### config.mk
export PLATFORM = sky130hd
export DESIGN_NAME = serial_in_parallel_out_shift_reg
export DESIGN_NICKNAME = d
export VERILOG_FILES = /design/src/rtl/sipo_pkg.sv /design/src/rtl/sipo_out_stage.sv /design/src/rtl/serial_in_parallel_out_shift_reg.sv
export SDC_FILE = /design/constraint.sdc
export NUM_CORES = 1
export LEC_CHECK = 0
export CAP_MARGIN = 30
export CORE_MARGIN = 2
export CORE_UTILIZATION = 30
export CTS_CLUSTER_DIAMETER = 50
export CTS_CLUSTER_SIZE = 8
export DETAILED_ROUTE_END_ITERATION = 8
export MAX_ROUTING_LAYER = met4
export SYNTH_ARGS = -nofsm -noshare
export SYNTH_HDL_FRONTEND = slang
export SYNTH_SLANG_ARGS = --single-unit
### constraint.sdc
create_clock -name clk -period 1.93 [get_ports clk]
set_input_delay 0.386 -clock clk [delete_from_list [all_inputs] [get_ports clk]]
set_output_delay 0.386 -clock clk [all_outputs]
set_load 0.03 [all_outputs]
### src/rtl/sipo_pkg.sv
// Shared helpers for the serial-in/parallel-out receiver.
package sipo_pkg;

  localparam int DEFAULT_WIDTH = 16;

  function automatic int cnt_w(input int width);
    return $clog2(width);
  endfunction

endpackage

### src/rtl/sipo_out_stage.sv
// One-entry valid/ready output register; records words dropped while full and stalled.
module sipo_out_stage #(
  parameter int DATA_WIDTH = 16
) (
  input  logic                  clk,
  input  logic                  reset,
  input  logic                  load,
  input  logic [DATA_WIDTH-1:0] word,
  input  logic                  ready,
  input  logic                  ovf_clr,
  output logic [DATA_WIDTH-1:0] dout,
  output logic                  dout_valid,
  output logic                  overflow
);

  logic transfer, accept, drop;

  assign transfer = dout_valid && ready;
  assign accept   = load && (!dout_valid || ready);
  assign drop     = load && dout_valid && !ready;

  always_ff @(posedge clk) begin
    if (reset) begin
      dout       <= '0;
      dout_valid <= 1'b0;
      overflow   <= 1'b0;
    end else begin
      if (accept) begin
        dout       <= word;
        dout_valid <= 1'b1;
      end else if (transfer) begin
        dout_valid <= 1'b0;
      end
      // A new drop outranks a simultaneous clear.
      if (drop)         overflow <= 1'b1;
      else if (ovf_clr) overflow <= 1'b0;
    end
  end

endmodule

### src/rtl/serial_in_parallel_out_shift_reg.sv
// LSB-first serial collector: shift register, bit counter and sync realign feeding a registered output stage.
module serial_in_parallel_out_shift_reg
  import sipo_pkg::*;
#(
  parameter int DATA_WIDTH = DEFAULT_WIDTH
) (
  input  logic                         clk,
  input  logic                         reset,
  input  logic                         din,
  input  logic                         din_en,
  input  logic                         sync,
  output logic [DATA_WIDTH-1:0]        dout,
  output logic                         dout_valid,
  input  logic                         dout_ready,
  output logic                         overflow,
  input  logic                         ovf_clr,
  output logic [cnt_w(DATA_WIDTH)-1:0] bit_cnt
);

  localparam int CW = cnt_w(DATA_WIDTH);
  localparam type word_t = logic [DATA_WIDTH-1:0];
  localparam logic [CW-1:0] LAST = CW'(DATA_WIDTH - 1);

  if (DATA_WIDTH < 2) begin : g_width_check
    $error("DATA_WIDTH must be >= 2");
  end

  word_t shift_q, word;
  logic  complete;

  assign word     = {din, shift_q[DATA_WIDTH-1:1]};
  assign complete = din_en && !sync && (bit_cnt == LAST);

  always_ff @(posedge clk) begin
    if (reset) begin
      shift_q <= '0;
      bit_cnt <= '0;
    end else if (din_en) begin
      shift_q <= word;
      // With sync, this bit starts a fresh word; earlier bits shift out before completion.
      if (sync)          bit_cnt <= CW'(1);
      else if (complete) bit_cnt <= '0;
      else               bit_cnt <= bit_cnt + 1'b1;
    end else if (sync) begin
      bit_cnt <= '0;
    end
  end

  sipo_out_stage #(.DATA_WIDTH(DATA_WIDTH)) u_out (
    .clk        (clk),
    .reset      (reset),
    .load       (complete),
    .word       (word),
    .ready      (dout_ready),
    .ovf_clr    (ovf_clr),
    .dout       (dout),
    .dout_valid (dout_valid),
    .overflow   (overflow)
  );

endmodule

==> impl_metrics.csv, run 1 <==
group,metric,value,unit
status,run_status,"complete, no violations",
global_routing,grt_pass1_vias,1032,
critical_path,path_class,"flip-flop to output pin",
finish,drive_above_1_share,8.43,%
finish,final_core_util,39.3,%
pwr,leak_pwr,0.721,nW
synth,postSynth.asyncResetShare,0,%
timing,unrepaired_setup_endpoints_after_global_routing,"false",
finish,synthToLayoutAreaGrowth,28.0,%
synth,synth_cell_types,24,
clocking,cts.sinks,37,
drt,drc_errors,0,
drt,routedWlPerCell,10.8,microns
synth,area_of_the_mapped_netlist,1560,sq um
clocking,cts_post_setup_buffers_inserted,0,
synth,synth_enable_flop_cells,0,
drt,detail_route.iter0.violations,79,
clocking,clock_latency,0.29,ns
clocking,depth_of_the_cts_h_tree,2,
synth,number_of_flip_flops_and_latches_in_the_synthesized_netlist,37,
clocking,cts.reportedPaths.clkPinSlew,0.07,ns
critical_path,timing.critical_path.to_type,"output pin",
timing,setup_tns,0,ns
critical_path,timing.critical_path.slowest_cell_delay,0.70,ns
synth,synth_nets,156,
critical_path,critical_path_peak_fanout,5,
synth,yosys-top-cells-area,"dfxtp_1 (48%), mux2i_1 (21%), nand2b_1 (13%), nor2_1 (3.9%), buf_6 (1.4%)",
timing,fmaxAchievable,561,MHz
critical_path,cp_top_family,"buffers and inverters",
critical_path,crit_chain,"clkdlybuf4s50_1",
critical_path,critPathSlowestCell,"clkdlybuf4s50_1",
worst_hold_path,worst_hold_path_type,"flip-flop to flip-flop",
clocking,tritoncts,"done",
global_routing,grt_max_degree,54,
synth,synth-seq-area-share,47.5,%
finish,post_layout_nonfiller_instances,248,
synth,synthesis.yosys.warnings,0,
finish,design.final.nets,185,
clocking,numCtsBuffers,5,
critical_path,crit_path_start_kind,"flip-flop",
synth,dominantRegCellSynth,"dfxtp_1",
run,maxCapViolCount,0,
clocking,post_cts_resize_count,0,
critical_path,worstPathArrival,1.40,ns
drt,viasPerCell,4.19,
timing,slew_violations,0,
critical_path,timing.critical_path.required,1.54,ns
synth,yosys.area.top_type,"dfxtp_1",
synth,synthMostInstantiatedCell,"dfxtp_1",
drt,dr.pass1.iters,3,
finish,antenna-diode-count,0,
global_routing,first_pass_grt_wire_length,4660,microns
global_routing,grtUsageTotal,10.3,%
placed_design,number_of_placed_cells_counting_well_taps,240,
floorplan,ioPinCount,29,
pwr,vdd_drop_max,0.286,mV
floorplan,start_util,30.7,%
critical_path,worstPathBufferInverterCount,1,
floorplan,die_y,76.1,microns
timing,final.min_clock_period,1.78,ns
finish,n_fill_cell,532,
timing,slew_headroom,79.0,%
timing,tightestPinTransition,0.313,ns
synth,synth_top_cell_area_share,47.5,%
global_routing,residual_overflow_from_global_routing,0,
timing,timing.final.setup_violations,0,
drt,routed_wirelength,2680,microns
synth,post_synth.cell_area_avg,10.5,sq um
global_routing,antenna_found_initial,0,
placed_design,place_hpwl,1700,microns
floorplan,floorplan.rows,26,
synth,synthesis.instances,148,
pwr,power.density,685,nW/um^2
clocking,cts.root.buffer_cell,"clkbuf_8",
clocking,clk_path_buf_depth,2,
floorplan,die-area,5790,sq um
drt,route.antenna.remaining_nets,0,
floorplan,floorplan.core_area,5070,sq um
drt,routed-via-count,1040,
clocking,cts_hold_buf,0,
timing,hold_vio_cnt_final,0,
floorplan,die_w,76.1,microns
timing,clock-skew-final,0.00347,ns
timing,period_share,92.3,%
placed_design,numPortBuffers,28,
placed_design,gp_congestion,0.664,
synth,yosys-top-cells-count,"dfxtp_1 (37), nand2b_1 (33), mux2i_1 (32)",
[layout by cell type (no fill, tap or decap), types with 2 or more instances in the layout]
cell type and count:
nand2b_1 33, clkbuf_1 3, clkdlybuf4s50_1 28, buf_4 2, nand2_1 2, nor2_1 16, a21oi_1 2, buf_12 2
mux2i_1 32, nor3_1 3, clkbuf_8 5, dfxtp_1 37
[layout make-up]
type,count,area [sq um],share of cell area (%)
clock buffer,8,80.1,4.01
tap,70,87.6,4.39
sequential,37,741,37.1
timing repair buffer,32,335,16.8
multi-input combinational,101,752,37.7
[per-layer routing]
metal	GRT usage [%]	wire length (microns)	vias up
met5	-	0	-
met4	5.45	64	0
met3	3.79	124	7
met2	15.4	1120	22
met1	12.2	1370	468
li1	-	-	543
[cell families (layout without fill, tap and decap cells)]
family | after synthesis | count (layout) | synth area share, %
simple gates | 61 | 61 | 23.1
flops | 37 | 37 | 47.5
mux | 32 | 32 | 20.5
buf+inv | 10 | 40 | 4.65
compound gates | 5 | 5 | 2.25
xor+xnor | 2 | 2 | 1.12
fa+ha+maj | 1 | 1 | 0.802
[registers in the layout, summed over array words and instances (netlist names)]
register	count
u_out.dout	16
shift_q	15
bit_cnt	4
u_out.dout_valid	1
u_out.overflow	1
[where the power goes]
part	leakage [nW]	switching, mW	internal [mW]	total (mW)
Combinational	0.383	0.0373	0.0441	0.0814
Clock	0.0395	0.257	0.256	0.513
Sequential	0.298	0.00519	0.768	0.773
[per-stage QoR]
stage / hold WS (ns) / power [mW] / setup WS [ns] / area [sq um]
detailed placement: 0.461 / 0.873 / 0.201 / 1920
CTS: 0.478 / 1.39 / 0.123 / 2000
global placement: 0.463 / 0.874 / 0.218 / 1920
global route: 0.502 / 1.43 / 0.0897 / 2000
floorplan: 0.451 / 0.844 / 0.292 / 1560
finish: 0.473 / 1.37 / 0.148 / 2000
[final timing paths]
| path | end | slack [ns] | start | cells after the start |
|---|---|---|---|---|
| setup / recovery | bit_cnt[0] | 0.15 | bit_cnt[0]$_SDFFE_PP0P_ | 1 |
| hold / removal | u_out.dout[8]$_SDFFE_PP0P_ | 0.47 | u_out.dout[8]$_SDFFE_PP0P_ | 2 |
| hold reg to reg | u_out.dout[8]$_SDFFE_PP0P_ | 0.47 | u_out.dout[8]$_SDFFE_PP0P_ | 2 |
| setup reg to reg | u_out.dout[1]$_SDFFE_PP0P_ | 0.43 | bit_cnt[0]$_SDFFE_PP0P_ | 5 |
(Power assumes the default switching activity.)
==> inputs of run 2 (changes only) <==
--- a/config.mk
+++ b/config.mk
@@ -8,8 +8,8 @@
 export CAP_MARGIN = 30
 export CORE_MARGIN = 2
 export CORE_UTILIZATION = 30
+export CTS_BUF_LIST = sky130_fd_sc_hd__clkbuf_16
 export CTS_CLUSTER_DIAMETER = 50
-export CTS_CLUSTER_SIZE = 8
 export DETAILED_ROUTE_END_ITERATION = 8
 export MAX_ROUTING_LAYER = met4
 export SYNTH_ARGS = -nofsm -noshare
==> impl_metrics.csv, run 2 (synthesis gave the netlist of run 1 again) <==
group,metric,value,unit
floorplan,die_y,76.1,microns
global_routing,antenna_found_initial,0,
timing,post-route-worst-setup-slack,0.163,ns
floorplan,ioPinCount,29,
finish,post_layout_nonfiller_instances,248,
critical_path,critical_path_peak_fanout,4,
clocking,clk_path_buf_depth,2,
global_routing,grt_pass1_vias,1030,
clocking,clock_latency,0.28,ns
clocking,numCtsBuffers,5,
floorplan,start_util,30.7,%
drt,routed_wirelength,2690,microns
critical_path,crit_path_start_kind,"flip-flop",
timing,period_share,91.5,%
run,maxCapViolCount,0,
finish,n_fill_cell,524,
clocking,tritoncts,"done",
pwr,power.density,779,nW/um^2
finish,drive_above_1_share,8.43,%
global_routing,first_pass_grt_wire_length,4690,microns
global_routing,grt_max_degree,54,
timing,hold_vio_cnt_final,0,
clocking,cts.sinks,37,
placed_design,pre_cts_slack,0.201,ns
pwr,leak_pwr,0.759,nW
drt,drc_errors,0,
critical_path,path_class,"flip-flop to output pin",
critical_path,timing.critical_path.to_type,"output pin",
pwr,vdd_drop_max,0.371,mV
critical_path,critPathSlowestCell,"clkdlybuf4s50_1",
timing,slew_headroom,79.0,%
finish,multi_input_area,752,sq um
global_routing,residual_overflow_from_global_routing,0,
critical_path,cp_top_family,"buffers and inverters",
drt,route.antenna.remaining_nets,0,
placed_design,number_of_placed_cells_counting_well_taps,240,
drt,dr.pass1.iters,3,
finish,layout_common_cells,"dfxtp_1 (37), nand2b_1 (33), mux2i_1 (32)",
critical_path,timing.critical_path.slowest_cell_delay,0.70,ns
critical_path,crit_chain,"clkdlybuf4s50_1",
timing,slew_violations,0,
critical_path,worstPathArrival,1.38,ns
finish,antenna-diode-count,0,
clocking,post_cts_resize_count,0,
finish,registers.top_by_ff_count,"u_out.dout",
drt,viasPerCell,4.22,
placed_design,place_hpwl,1700,microns
drt,routedWlPerCell,10.9,microns
clocking,cts_post_setup_buffers_inserted,0,
clocking,cts.reportedPaths.clkPinSlew,0.05,ns
finish,sequential_cell_area_in_the_final_layout,741,sq um
clocking,cts_hold_buf,0,
critical_path,timing.critical_path.required,1.54,ns
timing,tightestPinTransition,0.313,ns
timing,timing.final.setup_violations,0,
timing,final.min_clock_period,1.77,ns
placed_design,numPortBuffers,28,
finish,largestRegisters,"u_out.dout (16), shift_q (15), bit_cnt (4)",
timing,unrepaired_setup_endpoints_after_global_routing,"false",
timing,clock-skew-final,0.00240,ns
finish,design.final.nets,185,
floorplan,die_w,76.1,microns
drt,detail_route.iter0.violations,59,
finish,layout.cells.most_common,"dfxtp_1",
status,run_status,"complete, no violations",
floorplan,floorplan.rows,26,
worst_hold_path,worst_hold_path_type,"flip-flop to flip-flop",
critical_path,worstPathBufferInverterCount,1,
timing,fmaxAchievable,566,MHz
global_routing,grtUsageTotal,10.6,%
finish,largest_register_ffs,16,
floorplan,die-area,5790,sq um
drt,routed-via-count,1047,
floorplan,floorplan.core_area,5070,sq um
timing,setup_tns,0,ns
placed_design,gp_congestion,0.664,
clocking,depth_of_the_cts_h_tree,2,
clocking,cts.root.buffer_cell,"clkbuf_16",
finish,synthToLayoutAreaGrowth,31.6,%
-- run 2: cell count changes in the layout (fill, tap and decap cells not counted), sizes merged --
cell	change
clkbuf	-3
inv	+3
-- run 2: metrics by stage --
stage | util [%] | hold slack [ns] | cell area (sq um) | power (mW)
CTS | 40.4 | 0.476 | 2050 | 1.63
detailed placement | 37.7 | 0.461 | 1920 | 0.873
finish | 40.4 | 0.470 | 2050 | 1.60
global route | 40.4 | 0.499 | 2050 | 1.66
floorplan | - | 0.451 | 1560 | 0.844
global placement | 37.7 | 0.463 | 1920 | 0.874
-- run 2: area by class of cell --
class	instances	share of cell area (%)
Timing Repair Buffer	32	16.3
Clock buffer	5	6.10
Clock inverter	3	0.549
Sequential cell	37	36.1
Tap cell	70	4.27
Multi-Input combinational cell	101	36.6
-- run 2: metal layers --
layer  part of all wire [%]  track usage, %
met1                     50            12.1
met2                     43            15.5
met3                    3.7            3.08
met4                    3.6            8.73
met5                      0               -
-- run 2: where the power goes --
group	switching [mW]	total (mW)	internal [mW]
Clock	0.279	0.743	0.463
Combinational	0.0370	0.0811	0.0441
Sequential	0.00525	0.775	0.770
Total	0.322	1.60	1.28
-- run 2: final timing paths --
| path | from | end | slack (ns) | depth (start not counted) |
|---|---|---|---|---|
| max | bit_cnt[3]$_SDFFE_PP0P_ | bit_cnt[3] | 0.16 | 1 |
| min | u_out.dout[8]$_SDFFE_PP0P_ | u_out.dout[8]$_SDFFE_PP0P_ | 0.47 | 2 |
| max reg2reg | bit_cnt[0]$_SDFFE_PP0P_ | u_out.dout[10]$_SDFFE_PP0P_ | 0.44 | 5 |
| min reg2reg | u_out.dout[8]$_SDFFE_PP0P_ | u_out.dout[8]$_SDFFE_PP0P_ | 0.47 | 2 |
==> RTL edit 1 (config.mk and constraints of run 1) <==
Change the package constant `DEFAULT_WIDTH` from 16 to 18.
--- a/src/rtl/sipo_pkg.sv
+++ b/src/rtl/sipo_pkg.sv
@@ -1,7 +1,7 @@
 // Shared helpers for the serial-in/parallel-out receiver.
 package sipo_pkg;
 
-  localparam int DEFAULT_WIDTH = 16;
+  localparam int DEFAULT_WIDTH = 18;
 
   function automatic int cnt_w(input int width);
     return $clog2(width);
Interface: changed (resized bit_cnt and dout); port bits go from 29 to 32. The function was not compared with the original's and may differ.
==> RTL edit 1 against run 1 <==
Total power rose by 21%; routed wire length rose by 16%; synthesized cell count rose by 18%; critical endpoint unchanged; die area rose by 14%; first-iteration DRC count fell by 39%; sequential cell count rose by 5; global-route usage rose by 0.67 points; cell area rose by 14%; largest cell class unchanged; largest power group unchanged; worst setup slack got worse by 0.053 ns; area after synthesis rose by 15%; utilization fell by 0.30 points; sequential share of layout area fell by 0.29 points.
==> RTL edit 1: results (changes against run 1) <==
| Metric | Value |
|---|---|
| Status | finished, final reports clean (unchanged) |
| Seq cells | 42 (was 37) |
| Area contributors post-synth | dfxtp_1 47%, mux2i_1 20%, nand2b_1 13% (was dfxtp_1 48%, mux2i_1 21%, nand2b_1 13%) |
| GR Layer Usage met1 | 13.7% (was 12.2%) |
| Ratio of cells with drive above 1 in the final layout | 9.57% (was 8.43%) |
| TritonRoute pass-1 iters | 4 (was 3) |
| Routed length per instance | 10.9 um (was 10.8 um) |
| Largest net degree at the start of global routing | 32 (was 54) |
| CTS Root Buffer Type | clkbuf_8 (unchanged) |
| Largest registers | u_out.dout: 18 flops, shift_q: 17 flops, bit_cnt: 5 flops (was u_out.dout: 16 flops, shift_q: 15 flops, bit_cnt: 4 flops) |
| Synth unique cells | 26 (was 24) |
| Hpwl dp | 2.08 mm (was 1.70 mm) |
| Post-synthesis mux area share | 19.6% (was 20.5%) |
| Clock buf count | 5 (was 8) |
| Area after DPL | 2170 um^2 (was 1920 um^2) |
| Synth Area in Compound Gates | 3.29% (was 2.25%) |
| Placeable Area | 5850 um^2 (was 5070 um^2) |
| Slew @ Worst Pin | 0.318 ns (was 0.313 ns) |
| Post-Route M1 WL | 1.55 mm (was 1.37 mm) |
| Seq area share | 36.8% (was 37.1%) |
| Worst Path Arrival | 1.45 ns (was 1.40 ns) |
| Met3 WL post-DR | 151 um (was 124 um) |
| Final net count | 217 (was 185) |
| Hold slack | 0.477 ns (was 0.473 ns) |
| Clock Skew | 0.00532 ns (was 0.00347 ns) |
| Pre-CTS WS | 0.129 ns (was 0.201 ns) |
| Synth top cells by count | 42 x dfxtp_1, 37 x nand2b_1, 35 x mux2i_1 (was 37 x dfxtp_1, 33 x nand2b_1, 32 x mux2i_1) |
| Multi-input gate share of total cell area | 37.5% (was 37.7%) |
| PortBufs | 31 (was 28) |
| Fillcell total | 574 (was 532) |
| Layout non-clock buf frac | 16.4% (was 16.8%) |
| Total track usage | 11.0% (was 10.3%) |
| Syn nets | 183 (was 156) |
| Syn_area_per_cell | 10.3 um^2 (was 10.5 um^2) |
| Clk tree area frac | 4.77% (was 4.01%) |
| Sw Ratio | 21.7% (was 21.9%) |
| First-pass GRT wire length | 5.40 mm (was 4.66 mm) |
| Synth-to-Final Area Change | 27.8% (was 28.0%) |
| R2R Setup Slk | 0.35 ns (was 0.43 ns) |
| Inverters | 2 (was 0) |
| GP Congestion | 0.754 (was 0.664) |
| DR iter-0 viols | 48 (was 79) |
| Routed wl met2 | 1.34 mm (was 1.12 mm) |
| Buffers excl. clock | 38 (was 32) |
| M2 GR Usage | 15.9% (was 15.4%) |
| Sequential area share after synthesis | 47.1% (was 47.5%) |
| XOR/XNOR Fraction of Synth Area | 0.490% (was 1.12%) |
| Area share of fa/ha/maj cells after synthesis | 1.40% (was 0.803%) |
| Final cell count without fillers | 284 (was 248) |
| Worst-path fanout max | 6 (was 5) |
| Met3 Usage GRT | 4.11% (was 3.79%) |
| Peak supply drop | 0.249 mV (was 0.286 mV) |
| Routed vias | 1236 (was 1040) |
| Static leakage | 0.811 nW (was 0.721 nW) |
-- RTL edit 1: power by group through the flow --
| stage | Sequential, mW | Clock (mW) | Combinational, mW |
|---|---|---|---|
| 3_3_place_gp | 0.896 | 0 | 0.0878 |
| 3_5_place_dp | 0.896 | 0 | 0.0878 |
| 4_1_cts | 0.875 | 0.716 | 0.0880 |
| 2_1_floorplan | 0.899 | 0 | 0.0555 |
| 5_1_grt | 0.876 | 0.757 | 0.0949 |
| 6_report | 0.875 | 0.695 | 0.0871 |
-- RTL edit 1: how the worst max path moves through the flow --
stage | startpoint | to | slack, ns | cells after the start
floorplan | bit_cnt[0] | u_out.dout[10] | 0.19 | 6
global route | bit_cnt[0] | bit_cnt[0] | 0.03 | 1
finish | bit_cnt[0] | bit_cnt[0] | 0.1 | 1
detailed placement | dout_ready | u_out.dout[11] | 0.13 | 5
CTS | bit_cnt[0] | bit_cnt[0] | 0.07 | 1
global placement | dout_ready | u_out.dout[13] | 0.13 | 5
==> RTL edit 2 (config.mk and constraints of run 1) <==
Made on the original files. Register the output `bit_cnt` once more, cleared by the reset; this adds one clock of latency there. The other outputs are not delayed to match.
--- a/src/rtl/serial_in_parallel_out_shift_reg.sv
+++ b/src/rtl/serial_in_parallel_out_shift_reg.sv
@@ -21,6 +21,8 @@
   localparam type word_t = logic [DATA_WIDTH-1:0];
   localparam logic [CW-1:0] LAST = CW'(DATA_WIDTH - 1);
 
+  logic [cnt_w(DATA_WIDTH)-1:0] bit_cnt_s0;
+
   if (DATA_WIDTH < 2) begin : g_width_check
     $error("DATA_WIDTH must be >= 2");
   end
@@ -29,20 +31,20 @@
   logic  complete;
 
   assign word     = {din, shift_q[DATA_WIDTH-1:1]};
-  assign complete = din_en && !sync && (bit_cnt == LAST);
+  assign complete = din_en && !sync && (bit_cnt_s0 == LAST);
 
   always_ff @(posedge clk) begin
     if (reset) begin
       shift_q <= '0;
-      bit_cnt <= '0;
+      bit_cnt_s0 <= '0;
     end else if (din_en) begin
       shift_q <= word;
       // With sync, this bit starts a fresh word; earlier bits shift out before completion.
-      if (sync)          bit_cnt <= CW'(1);
-      else if (complete) bit_cnt <= '0;
-      else               bit_cnt <= bit_cnt + 1'b1;
+      if (sync)          bit_cnt_s0 <= CW'(1);
+      else if (complete) bit_cnt_s0 <= '0;
+      else               bit_cnt_s0 <= bit_cnt_s0 + 1'b1;
     end else if (sync) begin
-      bit_cnt <= '0;
+      bit_cnt_s0 <= '0;
     end
   end
 
@@ -58,5 +60,13 @@
     .overflow   (overflow)
   );
 
+  always_ff @(posedge clk) begin
+    if (reset) begin
+      bit_cnt <= '0;
+    end else begin
+      bit_cnt <= bit_cnt_s0;
+    end
+  end
+
 endmodule
 
Formal check against the unedited RTL: not equivalent (Yosys sat finds a counterexample within 4 cycles, from zero or initial values and one cycle with reset high).
==> RTL edit 2 against run 1 <==
Routed wire length rose by 1.2%; sequential cell count increased by 4; critical path depth did not move; total power up 20%; cell area is 6.3% higher; area after synthesis up 5.6%; worst setup slack better by 0.082 ns; utilization grew 1.4 points.
==> RTL edit 2: results (changes against run 1) <==
| Metric | Value |
|---|---|
| Status | finished, final reports clean (unchanged) |
| PortBufs | 28 (unchanged) |
| Area after DPL | 2010 um^2 (was 1920 um^2) |
| Final net count | 195 (was 185) |
| Hold Path Class | reg -> reg (unchanged) |
| Area contributors post-synth | dfxtp_1 50%, mux2i_1 19%, nand2b_1 13% (was dfxtp_1 48%, mux2i_1 21%, nand2b_1 13%) |
| Switch Pwr | 0.322 mW (was 0.299 mW) |
| Synth unique cells | 23 (was 24) |
| GP Congestion | 0.729 (was 0.664) |
| Clock Path Buffers | 2 (unchanged) |
| CTS buffer count | 5 (unchanged) |
| YS warnings | 0 (unchanged) |
| Cts repair resizes | 0 (unchanged) |
| Syn nets | 164 (was 156) |
| Ratio of cells with drive above 1 in the final layout | 9.57% (was 8.43%) |
| Prevailing post-synth register cell | dfxtp_1 (unchanged) |
| Synth top cells by count | 41 x dfxtp_1, 33 x nand2b_1, 32 x mux2i_1 (was 37 x dfxtp_1, 33 x nand2b_1, 32 x mux2i_1) |
| Worst-path fanout max | 2 (was 5) |
| Worst Path Arrival | 1.31 ns (was 1.40 ns) |
| Largest registers | u_out.dout: 16 flops, shift_q: 15 flops (was u_out.dout: 16 flops, shift_q: 15 flops, bit_cnt: 4 flops) |
| Async set-reset flop share out of synthesis | 0% (unchanged) |
| Clock latency on the worst-skew pair | 0.29 ns (about the same) |
| Synth area leader | dfxtp_1 (unchanged) |
| Worst path slowest cell | clkdlybuf4s50_1 (unchanged) |
| Clock Skew | 0.0103 ns (was 0.00347 ns) |
| Largest net degree at the start of global routing | 58 (was 54) |
| Hpwl dp | 1.77 mm (was 1.70 mm) |
| Crit-path max cell delay | 0.68 ns (was 0.70 ns) |
| DR iter-0 viols | 53 (was 79) |
| TritonRoute pass-1 iters | 4 (was 3) |
| Setup Fix Bufs, Post-CTS | 0 (unchanged) |
| Total track usage | 10.1% (was 10.3%) |
| Peak supply drop | 0.448 mV (was 0.286 mV) |
| Routed vias | 1096 (was 1040) |
| H-tree depth reported by CTS | 2 (unchanged) |
| First-pass GRT wire length | 4.75 mm (was 4.66 mm) |
| Reg clk slew, reported paths | 0.07 ns (about the same) |
| CTS Root Buffer Type | clkbuf_8 (unchanged) |
| Delay-heaviest family, CP | buffers and inverters (unchanged) |
| Antenna Cells | 0 (unchanged) |
| Max Cap Viol | 0 (unchanged) |
| Max-slew headroom | 79.1% (was 79.0%) |
| Sequential area share after synthesis | 49.8% (was 47.5%) |
| Antenna violations before repair | 0 (unchanged) |
| Static leakage | 0.752 nW (was 0.721 nW) |
| Routed length per instance | 10.5 um (was 10.8 um) |
==> RTL edit 2: layout make-up <==
class / instances / area, um^2
Clock buffer: 7 / 86.3
Timing Repair Buffer: 34 / 338
Sequential cell: 41 / 821
Clock inverter: 1 / 30.0
Fill cell: 521 / 3080
Multi-Input combinational cell: 105 / 759
Tap cell: 70 / 87.6
==> RTL edit 2: power groups by stage <==
stage / Clock (mW) / Combinational [mW] / Sequential, mW
floorplan: 0 / 0.0468 / 0.877
global placement: 0 / 0.0804 / 0.876
detailed placement: 0 / 0.0799 / 0.876
CTS: 0.728 / 0.0803 / 0.856
global route: 0.764 / 0.0859 / 0.857
finish: 0.702 / 0.0789 / 0.856
==> RTL edit 2: cells by family after synthesis <==
| family | Yosys count | synth area share [%] |
|---|---|---|
| compound gates | 8 | 2.81 |
| xor+xnor | 1 | 0.532 |
| fa+ha+maj | 1 | 0.760 |
| buf+inv | 10 | 4.03 |
| flops | 41 | 49.8 |
| mux | 32 | 19.5 |
| simple gates | 63 | 22.6 |
==> RTL edit 2: metal layers <==
| metal | global-route usage, % | wire length (um) |
|---|---|---|
| met5 | - | 0 |
| met4 | 5.79 | 54 |
| met3 | 2.76 | 112 |
| met2 | 14.5 | 1060 |
| met1 | 12.7 | 1490 |
==> RTL edit 2: stage by stage <==
stage / instances / util, % / power, mW / setup WS [ns] / hold slack (ns)
floorplan: 156 / - / 0.924 / 0.473 / 0.451
global placement: 250 / 38.5 / 0.956 / 0.181 / 0.464
detailed placement: 250 / 38.5 / 0.956 / 0.176 / 0.466
CTS: 258 / 40.8 / 1.66 / 0.211 / 0.482
global route: 258 / 40.8 / 1.71 / 0.172 / 0.499
finish: 258 / 40.8 / 1.64 / 0.230 / 0.473
==> RTL edit 2: path summary, 6_finish.rpt <==
| check | end | start | cells after the start | slack, ns |
|---|---|---|---|---|
| hold reg to reg | u_out.dout[10] | u_out.dout[10] | 2 | 0.47 |
| setup / recovery | dout[6] | u_out.dout[6] | 1 | 0.23 |
| hold / removal | u_out.dout[10] | u_out.dout[10] | 2 | 0.47 |
| setup reg to reg | u_out.dout[14] | bit_cnt_s0[0] | 5 | 0.38 |
